<file path="config.mk">
export PLATFORM = sky130hd
export DESIGN_NAME = serial_sub_ctrl
export DESIGN_NICKNAME = d
export VERILOG_FILES = /design/src/rtl/serial_sub_ctrl.sv
export SDC_FILE = /design/constraint.sdc
export NUM_CORES = 1
export LEC_CHECK = 0
export ABC_AREA = 1
export CAP_MARGIN = 15
export CORE_ASPECT_RATIO = 1.5
export CORE_MARGIN = 2
export CORE_UTILIZATION = 51
export DETAILED_ROUTE_END_ITERATION = 12
export HOLD_SLACK_MARGIN = 0.15
export MAX_ROUTING_LAYER = met4
export PLACE_DENSITY_LB_ADDON = 0.25
export SLEW_MARGIN = 30
export SYNTH_ARGS = -nofsm -noshare
export SYNTH_HDL_FRONTEND = slang
export SYNTH_SLANG_ARGS = --single-unit
</file>
<file path="constraint.sdc">
create_clock -name clk -period 1.45 [get_ports clk]
set_input_delay 0.29 -clock clk [delete_from_list [all_inputs] [get_ports clk]]
set_output_delay 0.29 -clock clk [all_outputs]
set_load 0.005 [all_outputs]
</file>
<file path="src/rtl/serial_sub_ctrl.sv">
// Bit-serial subtractor: one full-subtractor cell walked across WIDTH-bit
// operands LSB first, one bit per clock, with start/busy/done handshake.
module serial_sub_ctrl #(
    parameter int WIDTH = 8
) (
    input  logic             clk,
    input  logic             rst,
    input  logic             start,
    input  logic [WIDTH-1:0] a,
    input  logic [WIDTH-1:0] b,
    input  logic             b_in,
    output logic             busy,
    output logic             done,
    output logic [WIDTH-1:0] diff,
    output logic             b_out
);
    localparam int CW = (WIDTH > 1) ? $clog2(WIDTH) : 1;

    typedef enum logic [1:0] {
        IDLE = 2'd0,
        RUN  = 2'd1,
        DONE = 2'd2
    } state_t;

    state_t           state, state_nx;
    logic [WIDTH-1:0] shift_a, shift_b, res, res_nx;
    logic [CW-1:0]    cnt;
    logic             borrow, borrow_nx, d, last;

    // One full-subtractor cell; the new bit enters res at the MSB so after
    // WIDTH shifts the LSB of the result sits at bit 0.
    always_comb begin
        d         = shift_a[0] ^ shift_b[0] ^ borrow;
        borrow_nx = (~shift_a[0] & shift_b[0]) | (~(shift_a[0] ^ shift_b[0]) & borrow);
        res_nx    = (res >> 1) | (WIDTH'(d) << (WIDTH - 1));
        last      = (cnt == CW'(WIDTH - 1));
    end

    always_comb begin
        state_nx = state;
        case (state)
            IDLE:    if (start) state_nx = RUN;
            RUN:     if (last)  state_nx = DONE;
            DONE:    state_nx = IDLE;
            default: state_nx = IDLE;
        endcase
    end

    // busy/done are flopped from the next-state so they never glitch.
    always_ff @(posedge clk) begin
        if (rst) begin
            state <= IDLE;
            busy  <= 1'b0;
            done  <= 1'b0;
        end else begin
            state <= state_nx;
            busy  <= (state_nx == RUN);
            done  <= (state_nx == DONE);
        end
    end

    always_ff @(posedge clk) begin
        if (rst) begin
            shift_a <= '0;
            shift_b <= '0;
            borrow  <= 1'b0;
            cnt     <= '0;
            res     <= '0;
            diff    <= '0;
            b_out   <= 1'b0;
        end else begin
            case (state)
                IDLE: begin
                    if (start) begin
                        shift_a <= a;
                        shift_b <= b;
                        borrow  <= b_in;
                        cnt     <= '0;
                    end
                end
                RUN: begin
                    shift_a <= shift_a >> 1;
                    shift_b <= shift_b >> 1;
                    borrow  <= borrow_nx;
                    res     <= res_nx;
                    cnt     <= cnt + CW'(1);
                    // Result is published only on the edge that enters DONE.
                    if (last) begin
                        diff  <= res_nx;
                        b_out <= borrow_nx;
                    end
                end
                default: ;
            endcase
        end
    end
endmodule

</file>
==> impl_metrics.toml <==
[die]
die_y_um = 75.0
initial_core_util_pct = 53.8
rows = 25
io_pins = 31
coreArea_mm2 = 0.00319
die_w_um = 51.4
die_area_mm2 = 0.00385

[final_layout]
antenna_cells = 0
design_area_mm2 = 0.00219
most-common-layout-cells = "nand2_1, dfxtp_1, inv_1"
syn_to_final_growth_pct = 27.5
final_common_cell = "nand2_1"
drive_above_1_share_pct = 9.77
finalNetCount = 288

[placement]
place_area_mm2 = 0.00205
dp_hpwl_um = 2140
portBuffers = 30
place_congestion = 0.784
pre_cts_slack_ns = -0.0395

[pwr]
p_sw_uw = 581
switching_share_pct = 24.3
power_density_mw_per_mm2 = 1090
p_total_uw = 2390
combPwrFrac_pct = 12.4
power_leakage_uw = 0.00101
clockPowerShare_pct = 37.8
power.internal_uw = 1810
power.share.sequential_pct = 49.8
vdd_drop_max_v = 0.00118

[critical_path]
worstSetupPathType = "flop to output pin"
worst_setup_path_end_kind = "output pin"
crit_family = "buffers and inverters"
path_buf_inv = 1
critical_path.cell_chain = "clkdlybuf4s50_1"
cp.required_ns = 1.16
crit_slowest_cell = "clkdlybuf4s50_1"
cp_max_fo = 2
arrival_ns = 1.11
start_kind = "flop"
critical_path.max_stage_delay_ns = 0.49

[cts]
clockRootBuffer = "clkbuf_8"
tritoncts = "built"
htreeDepth = 2
clockBufferDepth = 2
cts_sinks = 40
worstSkewPairLatency_ns = 0.29
clk_pin_slew_ns = 0.08
numCtsBuffers = 5
cts_hold_buffers = 0

[logic_synthesis]
syn_nets = 256
ys_types = 18
synth_cells = 233
yosys_warnings = 0
seq_area_frac_synth_pct = 46.7
synth_area_mm2 = 0.00172
synth_area_per_cell_um2 = 7.36
ys_seq_elements = 40

[timing]
fmax_mhz = 712
relSlewSlack_pct = 83.6
worstMarginPinSlew_ns = 0.246
min_period_over_period_pct = 96.9
period_needed_ns = 1.40
rsz0062_at_grt = "false"
clock_skew_ns = 0.00661
setup_viol = 0
slew_viol_final = 0
finalHoldViolCount = 0
setup_slack_ns = 0.0454

[grt]
grt_pass1_wl_um = 5490
grt_max_degree = 24
grt_pass1_vias = 1358
grt.total_usage_pct = 19.7
antenna_found_initial = 0
grt-ovfl-total = 0

[status]
status = "completed"

[route]
drt_wl_total_um = 3170
ant_nets = 0
wl_per_cell_um = 10.4
drt_iter0_drc = 29
drc = 0
firstDrtPassIters = 4
via_count = 1489
via_per_inst = 4.87

[job]
cap_violations = 0

[worst_hold_path]
hold_class = "flop to flop"
-- cell families after synthesis --
| family | count (synthesis) | synth area share [%] |
|---|---|---|
| adders and majority gates | 3 | 2.63 |
| DFF | 40 | 46.7 |
| and+or+nand+nor | 93 | 23.4 |
| AOI/OAI and AO/OA | 50 | 14.8 |
| buffers and inverters | 47 | 12.5 |
-- sequential cells by signal (all words and copies together) (netlist names) --
| signal | count |
|---|---|
| diff | 8 |
| shift_a | 8 |
| shift_b | 8 |
| res | 7 |
| cnt | 3 |
| state | 2 |
| b_out | 1 |
| borrow | 1 |
| busy | 1 |
| done | 1 |
-- routing by layer --
metal  vias to the layer above  routed length [µm]  global-route usage, %
met5                         -                   0                      -
met4                         0                  63                   9.06
met3                         6                 115                   6.15
met2                        24                1520                   34.2
met1                       668                1470                   20.3
li1                        791                   -                      -
-- layout make-up --
cell class	count	area [µm²]
fill	289	1000
inverter	34	128
multi-input combinational	146	701
sequential	40	805
timing repair buffer	38	393
tap	40	50.0
clock buffer	5	68.8
clock inverter	3	42.5
-- power groups by stage --
stage          registers, µW  clock network (µW)  logic, µW
6_report                1190                 904        295
5_1_grt                 1200                 951        343
4_1_cts                 1190                 917        298
3_5_place_dp            1220                   0        296
3_3_place_gp            1210                   0        293
2_1_floorplan           1210                   0        197
-- path summary, 6_finish.rpt --
| path | to | startpoint | cells past startpoint | slack [ns] |
|---|---|---|---|---|
| hold reg to reg | cnt[0]$_SDFFE_PP0P_ | cnt[0]$_SDFFE_PP0P_ | 1 | 0.46 |
| hold / removal | cnt[0]$_SDFFE_PP0P_ | cnt[0]$_SDFFE_PP0P_ | 1 | 0.46 |
| setup / recovery | diff[2] | diff[2]$_SDFFE_PP0P_ | 1 | 0.05 |
| setup reg to reg | b_out$_SDFFE_PP0P_ | cnt[0]$_SDFFE_PP0P_ | 7 | 0.09 |
-- synth_stat cells --
| library cell | instances | area [µm²] |
|---|---|---|
| o21ai_1 | 13 | 65.1 |
| fa_1 | 1 | 20.0 |
| a21oi_1 | 26 | 130 |
| clkbuf_1 | 2 | 7.51 |
| nand3_1 | 18 | 90.1 |
| nand2_4 | 3 | 33.8 |
| o21ai_2 | 1 | 8.76 |
| buf_2 | 6 | 30.0 |
| buf_1 | 1 | 3.75 |
| ha_1 | 2 | 25.0 |
| nor2_4 | 1 | 11.3 |
| inv_2 | 2 | 7.51 |
| o21ai_0 | 10 | 50.1 |
| nand2_1 | 41 | 154 |
| buf_6 | 4 | 45.0 |
| inv_1 | 32 | 120 |
| nor2_1 | 30 | 113 |
| dfxtp_1 | 40 | 801 |
-- timing repair --
item                       CTS  global route
buffers inserted             0             2
setup endpoints to repair    0            11
gates resized for setup      0             6
-- stage by stage --
stage	hold slack (ns)	util, %	cells	TNS, ns
after CTS	0.460	67.7	304	0
after detailed placement	0.449	64.2	296	-0.0727
after global placement	0.439	64.2	296	-0.00690
final	0.457	68.5	306	0
after global routing	0.482	68.5	306	0
after floorplan	0.428	-	233	0
Power figures use the tool's default switching activity.
